### src/rtl/fb_write_arbiter_pkg.sv
`default_nettype none
// ============================================================================
// fb_write_arbiter_pkg : shared graphics defines (engine ids, FB bus widths)
// Rev 1.0
// ============================================================================
package fb_write_arbiter_pkg;

  // Engine indices as seen on the arbiter request vector
  localparam int ENG_LINE    = 0;
  localparam int ENG_TESTPAT = 1;
  localparam int ENG_RECT    = 2;
  localparam int ENG_CIRCLE  = 3;
  localparam int ENG_ELLIPSE = 4;

  localparam int NUM_ENGINES = 5;
  localparam int FB_ADDR_W   = 19;
  localparam int FB_DATA_W   = 8;
  localparam int GRANT_W     = 3;

endpackage : fb_write_arbiter_pkg
`default_nettype wire

### src/rtl/fb_write_arbiter_if.sv
`default_nettype none
// ============================================================================
// fb_write_arbiter_if : engine request bundle plus framebuffer write bus
// Rev 1.0
// ============================================================================
interface fb_write_arbiter_if
  import fb_write_arbiter_pkg::*;
#(
  parameter int NUM_REQ = NUM_ENGINES,
  parameter int ADDR_W  = FB_ADDR_W,
  parameter int DATA_W  = FB_DATA_W
) ();

  logic [NUM_REQ-1:0]        req_rts;
  logic [NUM_REQ-1:0]        req_rtr;
  logic [NUM_REQ*ADDR_W-1:0] req_addr;
  logic [NUM_REQ*DATA_W-1:0] req_data;
  logic [NUM_REQ-1:0]        req_last;
  logic                      fb_rts;
  logic                      fb_rtr;
  logic [ADDR_W-1:0]         fb_addr;
  logic [DATA_W-1:0]         fb_data;

  // master is the arbiter; slave is the engines plus the VRAM write controller
  modport master (
    input  req_rts, req_addr, req_data, req_last, fb_rtr,
    output req_rtr, fb_rts, fb_addr, fb_data
  );

  modport slave (
    output req_rts, req_addr, req_data, req_last, fb_rtr,
    input  req_rtr, fb_rts, fb_addr, fb_data
  );

endinterface : fb_write_arbiter_if
`default_nettype wire

### src/rtl/fb_write_arbiter_rr_pick.sv
`default_nettype none
// ============================================================================
// rr_pick : combinational round-robin picker, searches ptr+1, ptr+2, ... mod N
// Rev 1.0
// ============================================================================
module rr_pick #(
  parameter int N  = 5,
  parameter int IW = (N > 1) ? $clog2(N) : 1
) (
  input  logic [N-1:0]  req,
  input  logic [IW-1:0] ptr,
  output logic [N-1:0]  gnt,
  output logic [IW-1:0] idx,
  output logic          any
);

  logic [IW:0]   sum;
  logic [IW-1:0] j;
  logic          found;

  always_comb begin
    gnt   = '0;
    idx   = '0;
    found = 1'b0;
    sum   = '0;
    j     = '0;
    for (int k = 1; k <= N; k++) begin
      sum = (IW+1)'(ptr) + (IW+1)'(k);
      j   = (sum >= (IW+1)'(N)) ? IW'(sum - (IW+1)'(N)) : IW'(sum);
      if (!found && req[j]) begin
        found  = 1'b1;
        gnt[j] = 1'b1;
        idx    = j;
      end
    end
    any = |req;
  end

endmodule : rr_pick
`default_nettype wire

### src/rtl/fb_write_arbiter.sv
`default_nettype none
// ============================================================================
// fb_write_arbiter : round-robin framebuffer write-port arbiter with
// per-primitive burst lock and a single-register output stage.   Rev 1.0
// ============================================================================
module fb_write_arbiter
  import fb_write_arbiter_pkg::*;
#(
  parameter int NUM_REQ   = NUM_ENGINES,
  parameter int ADDR_W    = FB_ADDR_W,
  parameter int DATA_W    = FB_DATA_W,
  parameter int MAX_BURST = 16,
  parameter int IDLE_TO   = 8
) (
  input  logic               clk,
  input  logic               rst_,
  input  logic               soft_reset,
  fb_write_arbiter_if.master bus,
  output logic [GRANT_W-1:0] grant_id,
  output logic               busy
);

  localparam int PW  = (NUM_REQ > 1) ? $clog2(NUM_REQ) : 1;
  localparam int BW  = $clog2(MAX_BURST) + 1;
  localparam int IDW = $clog2(IDLE_TO + 1);

  localparam logic [0:0] ST_ARB  = 1'b0;
  localparam logic [0:0] ST_LOCK = 1'b1;

  logic [0:0]         state;
  logic [PW-1:0]      rr_ptr;
  logic [NUM_REQ-1:0] grant_oh;
  logic [BW-1:0]      burst_cnt;
  logic [IDW-1:0]     idle_cnt;
  logic               fb_rts_q;
  logic [ADDR_W-1:0]  fb_addr_q;
  logic [DATA_W-1:0]  fb_data_q;

  logic [NUM_REQ-1:0] pick_gnt;
  logic [PW-1:0]      pick_idx;
  logic               pick_any;

  logic [ADDR_W-1:0]  addr_arr [NUM_REQ];
  logic [DATA_W-1:0]  data_arr [NUM_REQ];
  logic [ADDR_W-1:0]  own_addr;
  logic [DATA_W-1:0]  own_data;
  logic               own_rts;
  logic               own_last;
  logic               lock;
  logic               can_take;
  logic               accept;

  for (genvar g = 0; g < NUM_REQ; g++) begin : g_unpack
    assign addr_arr[g] = bus.req_addr[g*ADDR_W +: ADDR_W];
    assign data_arr[g] = bus.req_data[g*DATA_W +: DATA_W];
  end

  rr_pick #(
    .N  (NUM_REQ),
    .IW (PW)
  ) u_pick (
    .req (bus.req_rts),
    .ptr (rr_ptr),
    .gnt (pick_gnt),
    .idx (pick_idx),
    .any (pick_any)
  );

  assign own_addr = addr_arr[grant_id];
  assign own_data = data_arr[grant_id];
  assign own_rts  = |(bus.req_rts  & grant_oh);
  assign own_last = |(bus.req_last & grant_oh);
  assign lock     = (state == ST_LOCK);
  // The output register can take a beat when empty or draining this cycle
  assign can_take = !fb_rts_q | bus.fb_rtr;
  assign accept   = lock & own_rts & can_take;

  assign bus.req_rtr = grant_oh & {NUM_REQ{lock & can_take}};
  assign bus.fb_rts  = fb_rts_q;
  assign bus.fb_addr = fb_addr_q;
  assign bus.fb_data = fb_data_q;
  assign busy        = lock | fb_rts_q;

  always_ff @(posedge clk or negedge rst_) begin
    if (!rst_) begin
      state     <= ST_ARB;
      rr_ptr    <= PW'(NUM_REQ - 1);
      grant_oh  <= '0;
      grant_id  <= '0;
      burst_cnt <= '0;
      idle_cnt  <= '0;
      fb_rts_q  <= 1'b0;
      fb_addr_q <= '0;
      fb_data_q <= '0;
    end else if (soft_reset) begin
      // A held output beat is dropped, not delivered
      state     <= ST_ARB;
      rr_ptr    <= PW'(NUM_REQ - 1);
      grant_oh  <= '0;
      grant_id  <= '0;
      burst_cnt <= '0;
      idle_cnt  <= '0;
      fb_rts_q  <= 1'b0;
      fb_addr_q <= '0;
      fb_data_q <= '0;
    end else begin
      if (accept) begin
        fb_rts_q  <= 1'b1;
        fb_addr_q <= own_addr;
        fb_data_q <= own_data;
      end else if (bus.fb_rtr) begin
        fb_rts_q  <= 1'b0;
      end

      case (state)
        ST_ARB: begin
          if (pick_any) begin
            state     <= ST_LOCK;
            grant_oh  <= pick_gnt;
            grant_id  <= GRANT_W'(pick_idx);
            rr_ptr    <= pick_idx;
            burst_cnt <= '0;
            idle_cnt  <= '0;
          end
        end
        ST_LOCK: begin
          if (accept) begin
            burst_cnt <= burst_cnt + 1'b1;
            idle_cnt  <= '0;
            if (own_last || (burst_cnt == BW'(MAX_BURST - 1)))
              state <= ST_ARB;
          end else if (!own_rts) begin
            // Stalled-but-requesting cycles do not count as idle
            idle_cnt <= idle_cnt + 1'b1;
            if (idle_cnt == IDW'(IDLE_TO - 1))
              state <= ST_ARB;
          end
        end
        default: state <= ST_ARB;
      endcase
    end
  end

endmodule : fb_write_arbiter
`default_nettype wire

### src/flat_wrapper.sv
// flat-port wrapper written by rule: the top's interface ports become plain ports
module fb_write_arbiter_flat import fb_write_arbiter_pkg::*;
#(
  parameter int NUM_REQ   = NUM_ENGINES,
  parameter int ADDR_W    = FB_ADDR_W,
  parameter int DATA_W    = FB_DATA_W,
  parameter int MAX_BURST = 16,
  parameter int IDLE_TO   = 8
)
  (clk, rst_, soft_reset, grant_id, busy, bus_req_rts, bus_req_addr, bus_req_data, bus_req_last, bus_fb_rtr, bus_req_rtr, bus_fb_rts, bus_fb_addr, bus_fb_data);
  fb_write_arbiter_if #(.NUM_REQ(NUM_REQ), .ADDR_W(ADDR_W), .DATA_W(DATA_W)) bus_i ();
  input  logic clk;
  input  logic rst_;
  input  logic soft_reset;
  output logic [GRANT_W-1:0] grant_id;
  output logic busy;
  input wire logic [$bits(bus_i.req_rts)-1:0] bus_req_rts;
  input wire logic [$bits(bus_i.req_addr)-1:0] bus_req_addr;
  input wire logic [$bits(bus_i.req_data)-1:0] bus_req_data;
  input wire logic [$bits(bus_i.req_last)-1:0] bus_req_last;
  input wire logic [$bits(bus_i.fb_rtr)-1:0] bus_fb_rtr;
  output wire logic [$bits(bus_i.req_rtr)-1:0] bus_req_rtr;
  output wire logic [$bits(bus_i.fb_rts)-1:0] bus_fb_rts;
  output wire logic [$bits(bus_i.fb_addr)-1:0] bus_fb_addr;
  output wire logic [$bits(bus_i.fb_data)-1:0] bus_fb_data;
  assign bus_i.req_rts = bus_req_rts;
  assign bus_i.req_addr = bus_req_addr;
  assign bus_i.req_data = bus_req_data;
  assign bus_i.req_last = bus_req_last;
  assign bus_i.fb_rtr = bus_fb_rtr;
  assign bus_req_rtr = bus_i.req_rtr;
  assign bus_fb_rts = bus_i.fb_rts;
  assign bus_fb_addr = bus_i.fb_addr;
  assign bus_fb_data = bus_i.fb_data;
  fb_write_arbiter #(.NUM_REQ(NUM_REQ), .ADDR_W(ADDR_W), .DATA_W(DATA_W), .MAX_BURST(MAX_BURST), .IDLE_TO(IDLE_TO)) u_core (.clk(clk), .rst_(rst_), .soft_reset(soft_reset), .bus(bus_i), .grant_id(grant_id), .busy(busy));
endmodule
### config.mk
export PLATFORM = sky130hd
export DESIGN_NAME = fb_write_arbiter_flat
export DESIGN_NICKNAME = d
export VERILOG_FILES = /design/src/rtl/fb_write_arbiter_pkg.sv /design/src/rtl/fb_write_arbiter_if.sv /design/src/rtl/fb_write_arbiter_rr_pick.sv /design/src/rtl/fb_write_arbiter.sv /design/src/flat_wrapper.sv
export SDC_FILE = /design/constraint.sdc
export NUM_CORES = 1
export LEC_CHECK = 0
export BUFFER_PORTS_ARGS = -buffer_cell sky130_fd_sc_hd__buf_2
export CAP_MARGIN = 10
export CORE_MARGIN = 2
export CORE_UTILIZATION = 45
export DETAILED_ROUTE_END_ITERATION = 8
export PLACE_DENSITY = 0.76
export SLEW_MARGIN = 20
export SYNTH_ARGS = -nofsm -noshare
export SYNTH_HDL_FRONTEND = slang
export SYNTH_SLANG_ARGS = --single-unit
### constraint.sdc
create_clock -name clk -period 5.5 [get_ports clk]
set_input_delay 1.1 -clock clk [delete_from_list [all_inputs] [get_ports clk]]
set_output_delay 1.1 -clock clk [all_outputs]
set_load 0.02 [all_outputs]
* Word level (Yosys, flattened, before mapping)
Index checks and enable logic that the tools add are counted.
** Storage, ports and cells
- Flip-flop bits (word level) :: 49
** Cells by class
- Add/subtract/negate cells :: 12
- $lt $le $gt $ge :: 16
- Eq/ne operators :: 6
- Multiplexer cells :: 75
- Bitwise gates (word level) :: 14
- Reductions and logical operators :: 24
** Operator list (number)
- 19-bit two-way mux :: 4
- 19-bit binary-select mux with 3-bit select :: 1
- 5-bit two-way mux :: 11
- 3-bit two-way mux :: 14
- 8-bit two-way mux :: 4
- 8-bit binary-select mux with 3-bit select :: 1
- 1-bit two-way mux :: 23
- 4-bit by 3-bit greater-or-equal comparator with 1-bit output (second input constant) :: 5
- 3-bit by 4-bit < comparator with 1-bit output (second input constant) :: 5
- 5-bit bitwise OR :: 4
- 4-bit two-way mux :: 4
- 5-bit AND :: 3
- 1-bit binary-select mux with 3-bit select :: 5
- 1-bit demux with 3-bit select :: 5
- 3-bit by 1-bit greater-or-equal comparator with 1-bit output (second input constant) :: 5
- 5-bit OR reduction :: 3
- 3-bit subtractor (second input constant) :: 5
- 5-bit one-hot mux with 2 select lines :: 1
- 1-bit logical AND :: 9
- 3-bit by 2-bit adder with 4-bit output (second input constant) :: 2
- 3-bit by 3-bit adder with 4-bit output (second input constant) :: 2
- 4-bit one-hot mux with 2 select lines :: 1
- 2-bit AND reduction :: 3
- 5-bit by 1-bit adder with 5-bit output (second input constant) :: 1
- other kinds (18) :: 26

* Longest topological paths before layout
- Depth in word-level cells :: 21
- Mapped depth :: 14
- Mapped depth without buffers :: 12

* Modules after synthesis
Synthesis repeated with hierarchy kept, for this count alone.
** Second synthesis, totals
- Cells, all modules :: 510
- Area total of the unflattened synthesis :: 4483.0 um2
** By module, submodules not included
- fb_write_arbiter :: instances 1, cells an instance 335, area an instance 3206.8 um2
- rr_pick :: instances 1, cells an instance 175, area an instance 1276.2 um2

* Worst setup path after synthesis
No wires, ideal clock.
- Kind :: flip-flop to flip-flop
- From :: reg u_core.rr_ptr[0]
- To :: reg u_core.rr_ptr[1]
- Setup time :: 0.134 ns
- Arrival :: 3.159 ns
- Data required time :: 5.366 ns
- Setup slack :: 2.207 ns
- Stages on the path, launching flop included :: 14
- Path buffers :: 2
- Period minus slack after synthesis :: 3.293 ns
- Cells stage by stage :: dfrtp_1 -> buf_2 -> buf_6 -> inv_2 -> ha_1 -> inv_1 -> fa_1 -> or3_1 -> and2_1 -> and3_1 -> o21ai_2 -> a211oi_1 -> a2111oi_0 -> a21oi_1
** On the way
- Longest elaborated chain between the ends :: 21
- Elaborated cells between the ends (all ways) :: 50
- Those cells by class :: 10 x add/sub; 5 x order compare; 27 x mux; 8 x reduce/logical
** Ends and longest elaborated chain
- start, declared :: line fb_write_arbiter.sv:31 : logic [PW-1:0] rr_ptr;
- start signal, assigned :: line fb_write_arbiter.sv:87 : rr_ptr <= PW'(NUM_REQ - 1);
- start signal, assigned :: line fb_write_arbiter.sv:98 : rr_ptr <= PW'(NUM_REQ - 1);
- start signal, assigned :: line fb_write_arbiter.sv:121 : rr_ptr <= pick_idx;
- 3-bit by 1-bit adder with 4-bit output :: line fb_write_arbiter_rr_pick.sv:28 : sum = (IW+1)'(ptr) + (IW+1)'(k);
- 4-bit by 3-bit greater-or-equal comparator with 1-bit output / 3-bit subtractor (equally long branches) :: line fb_write_arbiter_rr_pick.sv:29 : j = (sum >= (IW+1)'(N)) ? IW'(sum - (IW+1)'(N)) : IW'(sum);
- 3-bit two-way mux :: line fb_write_arbiter_rr_pick.sv:29
- 1-bit binary-select mux with 3-bit select :: line fb_write_arbiter_rr_pick.sv:30 : if (!found && req[j]) begin
- 1-bit two-way mux (implied by the code) :: line fb_write_arbiter_rr_pick.sv:30
- 1-bit two-way mux :: line fb_write_arbiter_rr_pick.sv:30
- 1-bit zero test :: line fb_write_arbiter_rr_pick.sv:30
- 1-bit logical AND :: line fb_write_arbiter_rr_pick.sv:30
- [... 5 more ...]
- 1-bit logical AND :: line fb_write_arbiter_rr_pick.sv:30
- 1-bit two-way mux :: line fb_write_arbiter_rr_pick.sv:30
- 1-bit zero test :: line fb_write_arbiter_rr_pick.sv:30
- 1-bit logical AND :: line fb_write_arbiter_rr_pick.sv:30
- 3-bit two-way mux * :: line fb_write_arbiter_rr_pick.sv:30
- 3-bit two-way mux * :: line fb_write_arbiter.sv:117 : if (pick_any) begin
- 3-bit two-way mux * :: line fb_write_arbiter.sv:115 : case (state)
- 3-bit two-way mux * :: line fb_write_arbiter.sv:95 : end else if (soft_reset) begin
Mark *: on every way between the ends. The rest lies on a longest branch, timed or not. The select of a mux whose other input is x is not followed.
A chain may end at the register's enable or synchronous reset.

* Worst setup path after layout
- From :: reg u_core.rr_ptr[1]
- To :: reg u_core.rr_ptr[1]
The elaborated chain is that of the path after synthesis.

==> impl_metrics.tcl <==
set metrics [dict create \
    vias_per_cell 5.999 \
    synthTopCellsByArea "dfrtp_1, mux4_2, a221oi_1, nor2_1, nor3_1" \
    final_area_mm2 0.005366 \
    avgSynthCellArea_um2 9.293 \
    globalplace.congestion 0.9395 \
    grt_pass1_vias 4410 \
    cp-end-kind "register" \
    firstDrtPassIters 4 \
    cp_num_buf_inv 1 \
    ir_worst_vdd_v 0.0001864 \
    portBuffers 185 \
    cp-start-kind "register" \
    hold_viol 0 \
    synth_area_leader_cell "dfrtp_1" \
    die_x_um 101.8 \
    cp_cell_sequence "inv_1 -> ha_1 -> a21boi_1 -> nor2_1 -> a31oi_1 -> a32oi_4 -> o21ai_2 -> a211oi_1 -> a2111oi_0 -> a21oi_1" \
    finalSetupTns_ns 0 \
    vias 4475 \
    drive_gt1_share_pct 39.87 \
    clockBufferDepth 2 \
    slowest_delay_ns 0.98 \
    synth_edf_count 0 \
    p_leak_uw 0.002434 \
    syn_to_final_growth_pct 24.72 \
    n_antenna_cell 0 \
    hpwlAfterDp_um 10190 \
    synth-main-ff-cell "dfrtp_1" \
    post_cts_resized 0 \
    crit_slowest_cell "dfrtp_2" \
    worstPathRequired_ns 5.66 \
    worst_pin_slew_ns 0.9788 \
    post-cts-setup-buffer-count 0 \
    max_cap_violations 0 \
    clk_latency_ns 0.29 \
    max-slew-margin-rel_pct 34.59 \
    netlist_instances 463 \
    initial_core_util_pct 46.57 \
    cts_tree "yes" \
    synth_nets 626 \
    ant_nets 0 \
    met3_length_um 811 \
    ios 186 \
    grt_overflow_total 0 \
    rsz0062_at_grt "false" \
    antenna_found_initial 0 \
    track_usage_pct 25.30 \
    fp.dieH_um 101.8 \
    synth_warnings 0 \
    wl_met1_um 5497 \
    grt_first_pass_wirelength_um 21110 \
    routed_wl_um 13370 \
    drt_iter0_markers 410 \
    yosysUniqueCellTypes 75 \
    clock_skew_ns 0.004153 \
    synth_top_area_share_pct 26.75 \
    hold_buffers 0 \
    cts_num_sinks 47 \
    crit_fanout 40 \
    crit_family "compound AO/OA/AOI/OAI gates" \
    power.density_mw_per_mm2 441.2 \
    setup_violations 0 \
    crit_type "register to register" \
    top_layer_used "met4" \
    clk_pin_slew_ns 0.08 \
    core_area_mm2 0.009240 \
    post-route-period-util_pct 78.07 \
    hp-class "register to register" \
    wl_met2_um 6793 \
    ys_ff_latch 47 \
    async_flop_share_pct 100.0 \
    critPathArrivalTime_ns 4.46 \
    ys_seq_area_share_pct 27.36 \
    final_common_cell "buf_2" \
    die_area_mm2 0.01036 \
    htreeDepth 2 \
    period_minus_slack_ns 4.294 \
    drc_errors 0 \
    grt_max_degree 48 \
    status "complete, no violations" \
    nets 779 \
    wire_per_inst_um 17.92 \
    cts-root-buf "clkbuf_8" \
    clock.fmax_mhz 232.9 \
    synth_area_mm2 0.004303 \
    layout_common_cells "buf_2, nor2_1, dfrtp_1" \
    cts_buffers 5 \
    slew_viol_final 0 \
    rows 35 \
    placed_area_mm2 0.005230 \
]
==> layer usage <==
metal  track usage, %  up-vias
met5                0        -
met3            3.658       29
met4            6.549        0
met1            33.23     2155
met2            43.78      206
li1                 -     2085
==> power by group <==
| group | internal, uW | switching [uW] | total, uW |
|---|---|---|---|
| combinational | 630 | 892 | 1520 |
| sequential | 422 | 128 | 550 |
| clock | 182 | 115 | 296 |
==> registers in the layout, indices dropped and copies added, names as in the netlist <==
signal and count:
u_core.idle_cnt 4, u_core.grant_oh 5, u_core.bus.fb_rts 1, u_core.rr_ptr 3, u_core.lock 1, u_core.bus.fb_addr 19, u_core.bus.fb_data 8, u_core.burst_cnt 5
u_core.grant_id 1
==> worst reg2reg max path, cell delays in order (launching register included) <==
cell	delay, ns
dfrtp_2	0.98
inv_1	0.35
ha_1	0.86
a21boi_1	0.30
nor2_1	0.06
a31oi_1	0.32
a32oi_4	0.22
o21ai_2	0.24
a211oi_1	0.15
a2111oi_0	0.56
a21oi_1	0.13
==> synthesized netlist by cell type (all sizes together), types with 6 or more instances <==
library cell	number
mux4	29
nand2	25
mux2i	9
clkbuf	29
inv	11
nand2b	11
a21oi	18
o211ai	6
a221oi	30
and2	7
or3	6
ha	13
nor3	39
and3	8
o21bai	6
o21ai	12
nor2b	10
buf	13
dfrtp	46
nand3	9
nor2	53
==> final cells by class <==
cell class	count	area (um2)
Tap cell	129	161.4
Clock inverter	2	60.06
Timing Repair Buffer	188	950.9
Multi-Input combinational cell	363	2900
Sequential cell	47	1180
Fill cell	864	3874
Inverter	11	41.29
Clock buffer	6	72.57
==> metrics by stage <==
stage	power, uW	worst slack [ns]	std cells	utilization (%)	hold WS [ns]
after floorplan	1691	2.207	463	-	0.4997
after global routing	2548	0.9667	746	58.08	0.5985
after detailed placement	2058	1.335	738	56.60	0.5302
final	2367	1.206	746	58.08	0.5499
after CTS	2357	1.302	746	58.04	0.5523
after global placement	2030	1.534	738	56.60	0.5269
==> cells by family (layout without fill, tap and decap cells) <==
logic type / count (synthesis) / count (layout) / synth area share, %
flip-flops: 47 / 47 / 27.36
multiplexers: 38 / 38 / 17.27
XOR/XNOR: 6 / 6 / 1.221
buffers and inverters: 53 / 207 / 5.263
AO/OA/AOI/OAI: 118 / 118 / 22.30
AND/OR/NAND/NOR: 187 / 187 / 22.33
adder cells (fa/ha/maj): 14 / 14 / 4.246
==> worst paths after layout <==
| kind | start | end | slack [ns] | cells past startpoint |
|---|---|---|---|---|
| setup / recovery | u_core.rr_ptr[1] | u_core.rr_ptr[1] | 1.21 | 10 |
| min in group asynchronous | rst_ | u_core.bus.fb_data[3] | 0.79 | 1 |
| hold / removal | u_core.idle_cnt[3] | u_core.idle_cnt[3] | 0.55 | 2 |
| max in group asynchronous | rst_ | u_core.rr_ptr[0] | 4.29 | 1 |
| setup reg to reg | u_core.rr_ptr[1] | u_core.rr_ptr[1] | 1.21 | 10 |
| hold reg to reg | u_core.idle_cnt[3] | u_core.idle_cnt[3] | 0.55 | 2 |
Power figures use the tool's default switching activity.
